==> config.mk <==
export PLATFORM = sky130hd
export DESIGN_NAME = lpm_scan_seq
export DESIGN_NICKNAME = d
export VERILOG_FILES = /design/src/rtl/lpm_scan_pkg.sv /design/src/rtl/lpm_scan_dwell.sv /design/src/rtl/lpm_scan_seq.sv
export SDC_FILE = /design/constraint.sdc
export NUM_CORES = 1
export LEC_CHECK = 0
export BUFFER_PORTS_ARGS = -buffer_cell sky130_fd_sc_hd__buf_4
export CAP_MARGIN = 25
export CELL_PAD_IN_SITES_DETAIL_PLACEMENT = 1
export CELL_PAD_IN_SITES_GLOBAL_PLACEMENT = 1
export CORE_AREA = 2 2 39 41
export CTS_BUF_LIST = sky130_fd_sc_hd__clkbuf_8
export DETAILED_ROUTE_END_ITERATION = 16
export DIE_AREA = 0 0 41 43
export HOLD_SLACK_MARGIN = 0.06
export PLACE_DENSITY_LB_ADDON = 0.1
export SYNTH_ARGS = -nofsm -noshare
export SYNTH_HDL_FRONTEND = slang
export SYNTH_SLANG_ARGS = --single-unit
==> constraint.sdc <==
create_clock -name clock -period 2.08 [get_ports clock]
set_input_delay 0.104 -clock clock [delete_from_list [all_inputs] [get_ports clock]]
set_output_delay 0.104 -clock clock [all_outputs]
set_load 0.05 [all_outputs]
==> src/rtl/lpm_scan_pkg.sv <==
// Shared definitions for the lpm_decode index scanner: state and mode encodings
// and the dwell counter width helper.
package lpm_scan_pkg;

    typedef enum logic {
        SCAN_IDLE = 1'b0,
        SCAN_RUN  = 1'b1
    } scan_state_e;

    localparam logic SCAN_SINGLE = 1'b0;
    localparam logic SCAN_CONT   = 1'b1;

    // Bits needed to hold dwell-1; at least one bit so the counter always exists.
    function automatic int unsigned dwell_cnt_w(input int unsigned dwell);
        return (dwell <= 1) ? 1 : $clog2(dwell);
    endfunction

endpackage

==> src/rtl/lpm_scan_dwell.sv <==
// Loadable dwell down-counter: load_i reloads DWELL-1, dec_i counts toward zero.
module lpm_scan_dwell
    import lpm_scan_pkg::*;
#(
    parameter int unsigned DWELL = 1
) (
    input  logic clock,
    input  logic sclr,
    input  logic clken_i,
    input  logic load_i,
    input  logic dec_i,
    output logic zero_c
);

    localparam int unsigned CNT_W = dwell_cnt_w(DWELL);
    localparam logic [CNT_W-1:0] RELOAD = CNT_W'(DWELL - 1);

    logic [CNT_W-1:0] cnt_q;
    logic [CNT_W-1:0] cnt_d;

    always_comb begin
        cnt_d = cnt_q;
        if (clken_i) begin
            if (load_i) begin
                cnt_d = RELOAD;
            end else if (dec_i && (cnt_q != '0)) begin
                cnt_d = cnt_q - CNT_W'(1);
            end
        end
    end

    always_ff @(posedge clock) begin
        if (sclr) begin
            cnt_q <= '0;
        end else begin
            cnt_q <= cnt_d;
        end
    end

    assign zero_c = (cnt_q == '0);

endmodule

==> src/rtl/lpm_scan_seq.sv <==
// Index sequencer feeding lpm_decode: steps data from a latched first to last index,
// holding each index for lpm_dwell qualified cycles, once or continuously.
module lpm_scan_seq
    import lpm_scan_pkg::*;
#(
    parameter int unsigned lpm_width   = 1,
    parameter int unsigned lpm_decodes = 1 << lpm_width,
    parameter int unsigned lpm_dwell   = 1,
    parameter string       lpm_hint    = "UNUSED"
) (
    input  logic                 clock,
    input  logic                 sclr,
    input  logic                 clken,
    input  logic                 start,
    input  logic                 stop,
    input  logic                 mode,
    input  logic [lpm_width-1:0] first,
    input  logic [lpm_width-1:0] last,
    output logic [lpm_width-1:0] data,
    output logic                 enable,
    output logic                 busy,
    output logic                 done,
    output logic                 wrap,
    output logic                 err
);

    if (lpm_dwell < 1) begin : g_bad_dwell
        $error("lpm_scan_seq (%s): lpm_dwell must be >= 1", lpm_hint);
    end

    localparam logic [lpm_width-1:0] TOP_IDX = lpm_width'(lpm_decodes - 1);

    scan_state_e          state_q, state_d;
    logic [lpm_width-1:0] data_q, data_d;
    logic [lpm_width-1:0] first_l_q, first_l_d;
    logic [lpm_width-1:0] last_l_q, last_l_d;
    logic                 mode_l_q, mode_l_d;
    logic                 enable_q, enable_d;
    logic                 busy_q, busy_d;
    logic                 done_q, done_d;
    logic                 wrap_q, wrap_d;
    logic                 err_q, err_d;
    logic                 dwell_load, dwell_dec, dwell_zero_c;
    logic                 range_ok_c;

    lpm_scan_dwell #(
        .DWELL(lpm_dwell)
    ) u_dwell (
        .clock  (clock),
        .sclr   (sclr),
        .clken_i(clken),
        .load_i (dwell_load),
        .dec_i  (dwell_dec),
        .zero_c (dwell_zero_c)
    );

    assign range_ok_c = (32'(first) < lpm_decodes) && (32'(last) < lpm_decodes);

    // Next-state and output decode; pulses default low and only fire on qualified edges.
    always_comb begin
        state_d    = state_q;
        data_d     = data_q;
        first_l_d  = first_l_q;
        last_l_d   = last_l_q;
        mode_l_d   = mode_l_q;
        enable_d   = enable_q;
        busy_d     = busy_q;
        done_d     = 1'b0;
        wrap_d     = 1'b0;
        err_d      = 1'b0;
        dwell_load = 1'b0;
        dwell_dec  = 1'b0;
        if (clken) begin
            case (state_q)
                SCAN_IDLE: begin
                    if (start && !stop) begin
                        if (range_ok_c) begin
                            first_l_d  = first;
                            last_l_d   = last;
                            mode_l_d   = mode;
                            data_d     = first;
                            enable_d   = 1'b1;
                            busy_d     = 1'b1;
                            dwell_load = 1'b1;
                            state_d    = SCAN_RUN;
                        end else begin
                            err_d = 1'b1;
                        end
                    end
                end
                SCAN_RUN: begin
                    if (stop) begin
                        enable_d = 1'b0;
                        busy_d   = 1'b0;
                        state_d  = SCAN_IDLE;
                    end else if (!dwell_zero_c) begin
                        dwell_dec = 1'b1;
                    end else if (data_q != last_l_q) begin
                        data_d     = (data_q == TOP_IDX) ? '0 : data_q + lpm_width'(1);
                        dwell_load = 1'b1;
                    end else if (mode_l_q == SCAN_CONT) begin
                        data_d     = first_l_q;
                        dwell_load = 1'b1;
                        wrap_d     = 1'b1;
                    end else begin
                        enable_d = 1'b0;
                        busy_d   = 1'b0;
                        done_d   = 1'b1;
                        state_d  = SCAN_IDLE;
                    end
                end
                default: begin
                    state_d = SCAN_IDLE;
                end
            endcase
        end
    end

    always_ff @(posedge clock) begin
        if (sclr) begin
            state_q   <= SCAN_IDLE;
            data_q    <= '0;
            first_l_q <= '0;
            last_l_q  <= '0;
            mode_l_q  <= SCAN_SINGLE;
            enable_q  <= 1'b0;
            busy_q    <= 1'b0;
            done_q    <= 1'b0;
            wrap_q    <= 1'b0;
            err_q     <= 1'b0;
        end else begin
            state_q   <= state_d;
            data_q    <= data_d;
            first_l_q <= first_l_d;
            last_l_q  <= last_l_d;
            mode_l_q  <= mode_l_d;
            enable_q  <= enable_d;
            busy_q    <= busy_d;
            done_q    <= done_d;
            wrap_q    <= wrap_d;
            err_q     <= err_d;
        end
    end

    assign data   = data_q;
    assign enable = enable_q;
    assign busy   = busy_q;
    assign done   = done_q;
    assign wrap   = wrap_q;
    assign err    = err_q;

endmodule
==> metrics, run 1 <==
Hold Path Class=in2reg; synthesized area=about 470 sq um; WL/cell=11.6 um; worst r2r dst=data; Fin Setup TNS=0 ns; Int Pwr=0.338 mW; drt total wl=roughly 950 um; htree depth=1; RSZ-0062 raised after global routing=no; WS Path Type=reg2reg; top post-synthesis cells by area=dfxtp_1 38%, nor2_1 8.0%, a2111oi_2 6.4%; Starting Density=about 34%; first-pass GRT wire length=1.64 mm; routability congestion estimate=0.660; Routed Antenna Nets=0; CTS tree=done; Die Wd=41 um; worst r2r src=data; Area Growth Syn to Fin=27.5%; Sw Pwr=around 0.12 mW; final-stage net count=between 70 and 80; Post-Syn Nets=just over 60; Switching Fraction=26.5%; clock slew at reported path FFs=0.05 ns; flop2flop setup slack=0.69 ns; die area=1760 sq um; largest net degree at the start of global routing=11; Syn Area/Cell=slightly below 9 sq um; vias in the first global route=roughly 370; Clock Power Share=a little over two fifths; Port-buffer cells=12; post-synthesis instance total=54; clk_lat worst skew=between 0.2 and 0.25 ns; period utilization=67.0%; cts hold-fix bufs=0; worst endpoint required time=2.18 ns; GRT Overall Usage=about 14%; Max Root-Sink Buffers=2; First-pass DRT Iterations=2; vias=397; Core Rows=14; CP startpoint kind=flip-flop; status=complete, no violations; # Post-CTS Setup Buffers=0; Max Slew Vio Count=0; Power Total=approximately 0.46 mW; IO Count=14; Worst Hold End=mode_l_q; core footprint=between 1000 and 1500 sq um; skew final=slightly below 0.002 ns; CTS Sinks=9; Synth cell types=23; hold path cells=3; clk root buf=clkbuf_8; die height=between 40 and 50 um; share of post-route cells with drive strength above 1=31.8%; GR Overflow Total=0; Avg Vias per Cell=around 4.8; drt drc=0; n_diodes=0; Combinational Power Share=16.1%; endpoints failing hold=0; Peak VDD IR=0.298 mV; leading area contributor after synthesis=dfxtp_1; Worst EP arrival=about 1.5 ns; Seq/Total Area, Yosys=38.4%; DR iter-0 viols=3; number of fillers in the final layout=178; Resized cells post-CTS=0; Yosys top cell area share=about two fifths; final setup fails=0; Seq pwr share=40.2%; Leak=0.264 nW; initial antenna violation count=0; Final min period=1.39 ns; hold path startpoint=mode; crit path capture type=flip-flop; synthesized flop and latch total=9; crit path max fanout=3; Worst R2R Path Depth=4; Num CTS Buffers=3; Detail Placement HPWL=735 um; Max Clk Rate=718 MHz; max cap viols=0; synth warn=0; pwr/cell area=769 nW/um^2
[cell usage in the layout (no fill, tap or decap)]
| cell | instances |
|---|---|
| clkbuf_8 | 3 |
| a21oi_1 | 2 |
| conb_1 | 1 |
| dfxtp_1 | 9 |
| buf_4 | 12 |
| a311oi_1 | 1 |
| or3_1 | 1 |
| a2111oi_2 | 2 |
| nor2_1 | 10 |
| nor2b_1 | 3 |
| xnor2_1 | 1 |
| mux2i_1 | 2 |
| inv_1 | 4 |
| and4bb_2 | 1 |
| o21ai_0 | 2 |
| maj3_2 | 1 |
| nand2_1 | 5 |
| a22o_4 | 1 |
| o211a_1 | 1 |
| nor4_1 | 1 |
| or2_1 | 1 |
| o21ai_2 | 1 |
| nand2b_1 | 1 |
[cells in the mapped netlist]
cell type,count
nand2b_1,1
nor4_1,1
a2111oi_2,2
nor2b_1,3
o21ai_2,1
a311oi_1,1
dfxtp_1,9
nand2_1,5
o21ai_0,2
or3_1,1
a22o_4,1
conb_1,1
inv_1,3
nor2_1,10
o211a_1,1
maj3_2,1
clkbuf_1,1
buf_4,3
or2_1,1
a21oi_1,2
and4bb_2,1
mux2i_1,2
xnor2_1,1
[kinds of logic (layout without fill, tap and decap cells)]
| logic type | Yosys count | in the layout | synth area share (%) |
|---|---|---|---|
| buffers and inverters | 7 | 19 | 8.00 |
| multiplexers | 2 | 2 | 4.27 |
| AND/OR/NAND/NOR | 23 | 23 | 24.0 |
| flip-flops | 9 | 9 | 38.4 |
| adder cells (fa/ha/maj) | 1 | 1 | 2.40 |
| AO/OA/AOI/OAI | 10 | 10 | 20.3 |
| other | 1 | 1 | 0.799 |
| XOR/XNOR | 1 | 1 | 1.87 |
[cell type report]
| cell class | count | area [sq um] | share of cell area (%) |
|---|---|---|---|
| Timing Repair Buffer | 12 | 90.1 | 15.1 |
| Clock inverter | 1 | 3.75 | 0.628 |
| Tap cell | 16 | 20.0 | 3.35 |
| Multi-Input combinational cell | 38 | 251 | 42.1 |
| Inverter | 3 | 11.3 | 1.88 |
| Clock buffer | 3 | 41.3 | 6.90 |
| Sequential cell | 9 | 180 | 30.1 |
[power by group through the flow]
| stage | Clock (mW) | Combinational (mW) | Sequential [mW] |
|---|---|---|---|
| after floorplan | 0 | 0.0469 | 0.195 |
| after global placement | 0 | 0.0744 | 0.189 |
| after detailed placement | 0 | 0.0744 | 0.189 |
| after CTS | 0.207 | 0.0747 | 0.185 |
| after global routing | 0.216 | 0.0810 | 0.186 |
| final | 0.201 | 0.0739 | 0.185 |
[through the flow]
step | worst slack (ns) | cell area [sq um] | util, % | hold WS [ns] | std cells
after floorplan | 0.344 | 469 | - | 0.243 | 54
after global routing | 0.554 | 598 | 43.2 | 0.127 | 82
after detailed placement | 0.674 | 553 | 40.0 | 0.347 | 78
final | 0.687 | 598 | 43.2 | 0.108 | 82
after global placement | 0.721 | 553 | 40.0 | 0.335 | 78
after CTS | 0.666 | 598 | 43.2 | 0.105 | 82
[worst max path at each step]
stage                  from    to  slack (ns)  cells after the start
floorplan              data  data        0.34                      4
global placement    state_q  data        0.72                      4
detailed placement     data  data        0.67                      4
CTS                    data  data        0.67                      4
global route        state_q  data        0.55                      4
finish                 data  data        0.69                      4
[layer usage]
metal  share of wire [%]  vias up  wire [um]  global-route usage (%)
li1                    -      203          -                       -
met1                  48      184        460                    19.2
met2                  44        8        423                    19.1
met3                 5.6        2         53                    3.14
met4                 1.7        0         16                    8.00
met5                   0        -          0                       0
[worst max-delay path, cell delays in order, from the launching register on]
cell and delay, ns:
dfxtp_1 0.36, inv_1 0.10, maj3_2 0.32, a2111oi_2 0.40
a2111oi_2 0.09
[flip-flops by register name, summed over array words and instances, names as in the netlist]
signal and count:
busy 1, data 1, done 1, first_l_q 1, last_l_q 1, mode_l_q 1, state_q 1, u_dwell.cnt_q 1
wrap 1
Power figures use the tool's default switching activity.
==> run 2, diff against run 1 <==
--- a/config.mk
+++ b/config.mk
@@ -9,10 +9,9 @@
 export CAP_MARGIN = 25
 export CELL_PAD_IN_SITES_DETAIL_PLACEMENT = 1
 export CELL_PAD_IN_SITES_GLOBAL_PLACEMENT = 1
-export CORE_AREA = 2 2 39 41
+export CORE_UTILIZATION = 33
 export CTS_BUF_LIST = sky130_fd_sc_hd__clkbuf_8
 export DETAILED_ROUTE_END_ITERATION = 16
-export DIE_AREA = 0 0 41 43
 export HOLD_SLACK_MARGIN = 0.06
 export PLACE_DENSITY_LB_ADDON = 0.1
 export SYNTH_ARGS = -nofsm -noshare
==> constraint.sdc (replaced) <==
create_clock -name clock -period 1.2 [get_ports clock]
set_input_delay 0.06 -clock clock [delete_from_list [all_inputs] [get_ports clock]]
set_output_delay 0.06 -clock clock [all_outputs]
set_load 0.05 [all_outputs]
==> run 2 against run 1 <==
Effect of this change:
- the flow now finishes with violations (setup timing)
- maximum frequency up 9.6%
- setup slack worse by 0.76 ns
- die area decreased by 11%
- cell count up 7.3%
- flip-flop and latch count unchanged
- critical endpoint unchanged
- largest power group unchanged
==> metrics, run 2 (synthesis gave the netlist of run 1 again) <==
status=finished, violations left; failing checks=setup timing; flop2flop setup slack=-0.07 ns (-0.76 ns); core footprint=1320 sq um (-4.8%); Area Growth Syn to Fin=46.4%; n_diodes=0 (unchanged); Worst path slowest cell=dfxtp_1; worst r2r src=u_dwell.cnt_q; post-route setup slack=-0.0708 ns (-0.758 ns); crit path capture type=flip-flop; critical path's top delay family=compound AO/OA/AOI/OAI gates; Routed Antenna Nets=0 (unchanged); Starting Density=35.6% (+1.7 points); first-pass GRT wire length=1.77 mm (+8.4%); CTS tree=done; share of post-route cells with drive strength above 1=45.2% (+13 points); Worst R2R Path Depth=4 (unchanged); worst endpoint required time=1.31 ns (-0.87 ns); CTS Sinks=9 (unchanged); WP buf/inv=0 (-1); Util after Layout=52.1% (+8.9 points); Worst EP arrival=1.38 ns (-0.11 ns); First-pass DRT Iterations=4 (+2); crit path max fanout=3 (unchanged); Final min period=1.27 ns (-0.122 ns); Stages on worst setup path=4 (unchanged); pre-CTS setup slack=-0.0755 ns (-0.749 ns); Max Root-Sink Buffers=2 (unchanged); hold path startpoint=last; worst r2r dst=data; Slowest Stage Delay on Critical Path=0.30 ns (-0.10 ns); Port-buffer cells=12 (unchanged); IO Count=14 (unchanged); drt drc=0 (unchanged); die area=1580 sq um (-11%); CP startpoint kind=flip-flop; Num CTS Buffers=3 (unchanged); crit path to=data; GRT Overall Usage=18.2% (+4.3 points); Max Clk Rate=787 MHz (+9.6%); Detail Placement HPWL=913 um (+24%); WL/cell=13.8 um (+19%); max cap viols=0 (unchanged); Peak VDD IR=0.611 mV (+100%); Fin Setup TNS=-0.0708 ns (-0.0708 ns); Critical Path Start=u_dwell.cnt_q; Reg area=186 sq um (+3.5%); WS Path Type=reg2reg; period utilization=106% (+39 points); Die Wd=39.7 um (-3.2%); CP cell instances=or2_4, a22o_4, a2111oi_4, a2111oi_2; number of fillers in the final layout=158 (-11%); Core Rows=13 (-1); clk root buf=clkbuf_8; die height=39.7 um (-7.7%); final setup fails=1 (+1); final-stage net count=82 (+9.3%); vias in the first global route=412 (+10%); drt total wl=1.22 mm (+28%); vias=443 (+12%); RSZ-0062 raised after global routing=yes; pwr/cell area=1220 nW/um^2 (+59%); initial antenna violation count=0 (unchanged); most frequent cells in the layout=18 x buf_4, 10 x nor2_1, 6 x dfxtp_1, 5 x nand2_1; Leak=0.302 nW (+15%); Hold Path Class=in2reg; clk_lat worst skew=0.24 ns (about the same); routability congestion estimate=0.738 (+12%); GR Overflow Total=0 (unchanged); skew final=0.00627 ns (+0.00429 ns); clock slew at reported path FFs=0.05 ns (about the same); DR iter-0 viols=5 (+2); Max Slew Vio Count=0 (unchanged); htree depth=1 (unchanged); commonest non-fill, non-tap cell in the layout=buf_4; hold path cells=3 (unchanged); Power Total=0.840 mW (+83%); multi-input logic area=280 sq um (+11%); largest net degree at the start of global routing=11 (unchanged); # Post-CTS Setup Buffers=0 (unchanged); endpoints failing hold=0 (unchanged); Avg Vias per Cell=5.03 (+4.0%)
## run 2: timing repair
action,in CTS,in global routing
endpoints found under the hold margin,1,0
endpoints found under the setup margin,1,5
hold buffers,1,0
pin swaps,0,0
resized for setup,3,2
## run 2: cell type report
| type | count | area share, % |
|---|---|---|
| multi-input cells | 38 | 40.8 |
| clock buffers | 3 | 6.01 |
| inverters | 3 | 1.64 |
| flip-flops and latches | 9 | 27.1 |
| well taps | 15 | 2.73 |
| repair buffers | 19 | 21.1 |
| clock inverters | 1 | 0.546 |
## run 2: power breakdown
part / internal (mW) / switching, mW
Clock: 0.224 / 0.129
Combinational: 0.0758 / 0.0923
Sequential: 0.310 / 0.00978
Total: 0.609 / 0.231
## run 2: layer usage
layer | routed length, um | vias to the layer above | global-route usage [%]
li1 | - | 216 | -
met1 | 524 | 208 | 19.6
met2 | 602 | 14 | 29.9
met3 | 51 | 5 | 5.11
met4 | 37 | 0 | 12.9
met5 | 0 | - | 0
## run 2: worst register-to-register path: stages, from the launching register on
cell and delay (ns):
dfxtp_1 0.30, or2_4 0.26, a22o_4 0.28, a2111oi_4 0.22
a2111oi_2 0.08
## run 2: metrics by stage
| stage | hold WS (ns) | instance area [sq um] | instances |
|---|---|---|---|
| 2_1_floorplan | 0.199 | 485 | 54 |
| 3_3_place_gp | 0.295 | 613 | 83 |
| 3_5_place_dp | 0.302 | 613 | 83 |
| 4_1_cts | 0.0650 | 679 | 88 |
| 5_1_grt | 0.0795 | 687 | 88 |
| 6_report | 0.0650 | 687 | 88 |
## run 2: worst min-delay path by stage
stage | to
floorplan | mode_l_q
global placement | mode_l_q
detailed placement | mode_l_q
CTS | data
global route | data
finish | last_l_q
==> run 3, diff against run 2 <==
--- a/config.mk
+++ b/config.mk
@@ -13,7 +13,7 @@
 export CTS_BUF_LIST = sky130_fd_sc_hd__clkbuf_8
 export DETAILED_ROUTE_END_ITERATION = 16
 export HOLD_SLACK_MARGIN = 0.06
-export PLACE_DENSITY_LB_ADDON = 0.1
+export PLACE_DENSITY = 0.74
 export SYNTH_ARGS = -nofsm -noshare
 export SYNTH_HDL_FRONTEND = slang
 export SYNTH_SLANG_ARGS = --single-unit
==> run 3 against run 2 <==
Effect of this change:
- the run still ends with setup timing left
- clock-buffer cell count did not move
- critical path depth unchanged
- worst hold slack got worse by 0.0038 ns
- total power decreased by 0.12%
- die area unchanged
- register-to-register slack about the same
- first-iteration DRC count did not move
- global-route usage down 1.4 points
- combinational power down 9%
- largest cell class unchanged
==> metrics, run 3 (synthesis gave the netlist of run 1 again) <==
placed inst area=583 sq um (-4.9%); IO Count=14 (unchanged); most frequent cells in the layout=14 x buf_4, 10 x nor2_1, 6 x dfxtp_1, 5 x nand2_1; n_diodes=0 (unchanged); first-pass GRT wire length=1.66 mm (-6.6%); Worst R2R Path Depth=4 (unchanged); Core Rows=13 (unchanged); WS Path Type=reg2reg; Hold Path Class=in2reg; Final min period=1.26 ns (-0.00919 ns); WHS=0.0612 ns (-0.00383 ns); core footprint=1320 sq um (unchanged); Fin Setup TNS=-0.0616 ns (+0.00919 ns); commonest non-fill, non-tap cell in the layout=buf_4; Power Total=0.839 mW (-0.12%); pwr/cell area=1250 nW/um^2 (+2.3%); Starting Density=35.6% (unchanged); CTS tree=done; htree depth=1 (unchanged); placed cells=79 (-4.8%); hold path startpoint=last; vias=405 (-8.6%); fin area=671 sq um (-2.4%); clk_lat worst skew=0.24 ns (about the same); Final Non-Filler Cells=85 (-3.4%); Switching Fraction=27.8% (+0.34 points); DR iter-0 viols=5 (unchanged); Clock Power Share=43.4% (+1.5 points); GR Overflow Total=0 (unchanged); Routed Antenna Nets=0 (unchanged); crit path max fanout=3 (unchanged); vias in the first global route=385 (-6.6%); Port-buffer cells=12 (unchanged); final setup fails=1 (unchanged); Seq pwr share=38.3% (+0.3 points); crit path capture type=flip-flop; Avg Vias per Cell=4.76 (-5.4%); CTS Sinks=9 (unchanged); Sw Pwr=0.233 mW (+1.1%); post-route setup slack=-0.0616 ns (+0.00919 ns); Num CTS Buffers=3 (unchanged); initial antenna violation count=0 (unchanged); Util after Layout=50.9% (-1.2 points); Die Wd=39.7 um (unchanged); RSZ-0062 raised after global routing=yes; skew final=0.000868 ns (-0.00540 ns); pre-CTS setup slack=-0.170 ns (-0.0949 ns); Max Root-Sink Buffers=2 (unchanged); worst endpoint required time=1.31 ns (about the same); routability congestion estimate=0.772 (+4.7%); final-stage net count=79 (-3.7%); drt drc=0 (unchanged); die height=39.7 um (unchanged); First-pass DRT Iterations=3 (-1); max cap viols=0 (unchanged); endpoints failing hold=0 (unchanged); period utilization=105% (-0.77 points); share of post-route cells with drive strength above 1=44.3% (-0.92 points); Leak=0.286 nW (-5.5%); clock slew at reported path FFs=0.05 ns (about the same); Max Slew Vio Count=0 (unchanged); Worst EP arrival=1.37 ns (about the same); hold path cells=3 (unchanged); CP startpoint kind=flip-flop; worst r2r src=u_dwell.cnt_q; failing checks=setup timing; Combinational Power Share=18.3% (-1.7 points); GRT Overall Usage=16.8% (-1.4 points); Int Pwr=0.606 mW (-0.58%); Max Clk Rate=793 MHz (+0.73%); Peak VDD IR=0.876 mV (+43%); clk root buf=clkbuf_8; flop2flop setup slack=-0.06 ns (about the same); Detail Placement HPWL=777 um (-15%); worst r2r dst=data; Area Growth Syn to Fin=42.9%; die area=1580 sq um (unchanged); status=finished, violations left; WL/cell=12.3 um (-11%); Worst Hold End=last_l_q; largest net degree at the start of global routing=11 (unchanged); drt total wl=1.05 mm (-14%)
## run 3: power by group through the flow
| stage | logic (mW) | clock network (mW) | registers, mW |
|---|---|---|---|
| finish | 0.153 | 0.364 | 0.322 |
| global route | 0.165 | 0.395 | 0.323 |
| CTS | 0.152 | 0.370 | 0.323 |
| detailed placement | 0.142 | 0 | 0.328 |
| global placement | 0.141 | 0 | 0.327 |
| floorplan | 0.0865 | 0 | 0.339 |
## run 3: timing repair
item,in CTS,in global routing
endpoints found under the setup margin,8,4
hold endpoints to repair,2,0
buffers inserted,0,0
gates resized for setup,3,3
hold buffers,2,0
pin swaps,0,0
## run 3: cell type report
cell class | count | area, sq um
Clock buffer | 3 | 41.3
Multi-Input combinational cell | 38 | 280
Clock inverter | 1 | 5.00
Tap cell | 15 | 18.8
Timing Repair Buffer | 16 | 125
Fill cell | 160 | 647
Inverter | 3 | 11.3
Sequential cell | 9 | 189
## run 3: worst max-delay path by stage
stage / start / endpoint / slack, ns
4_1_cts: u_dwell.cnt_q / data / -0.07
3_3_place_gp: state_q / data / -0.09
2_1_floorplan: data / data / -0.12
3_5_place_dp: state_q / data / -0.17
5_1_grt: u_dwell.cnt_q / data / -0.12
6_report: u_dwell.cnt_q / data / -0.06
## run 3: routing by layer
| metal | track usage [%] | wire (um) | vias up |
|---|---|---|---|
| met1 | 20.9 | 490 | 180 |
| met5 | 0 | 0 | - |
| li1 | - | - | 211 |
| met2 | 24.6 | 498 | 12 |
| met4 | 7.76 | 14 | 0 |
| met3 | 6.82 | 43 | 2 |
## run 3: critical path, stage by stage (launching register included)
cell,delay [ns]
dfxtp_1,0.31
or2_4,0.26
a22o_4,0.28
a2111oi_4,0.21
a2111oi_2,0.08
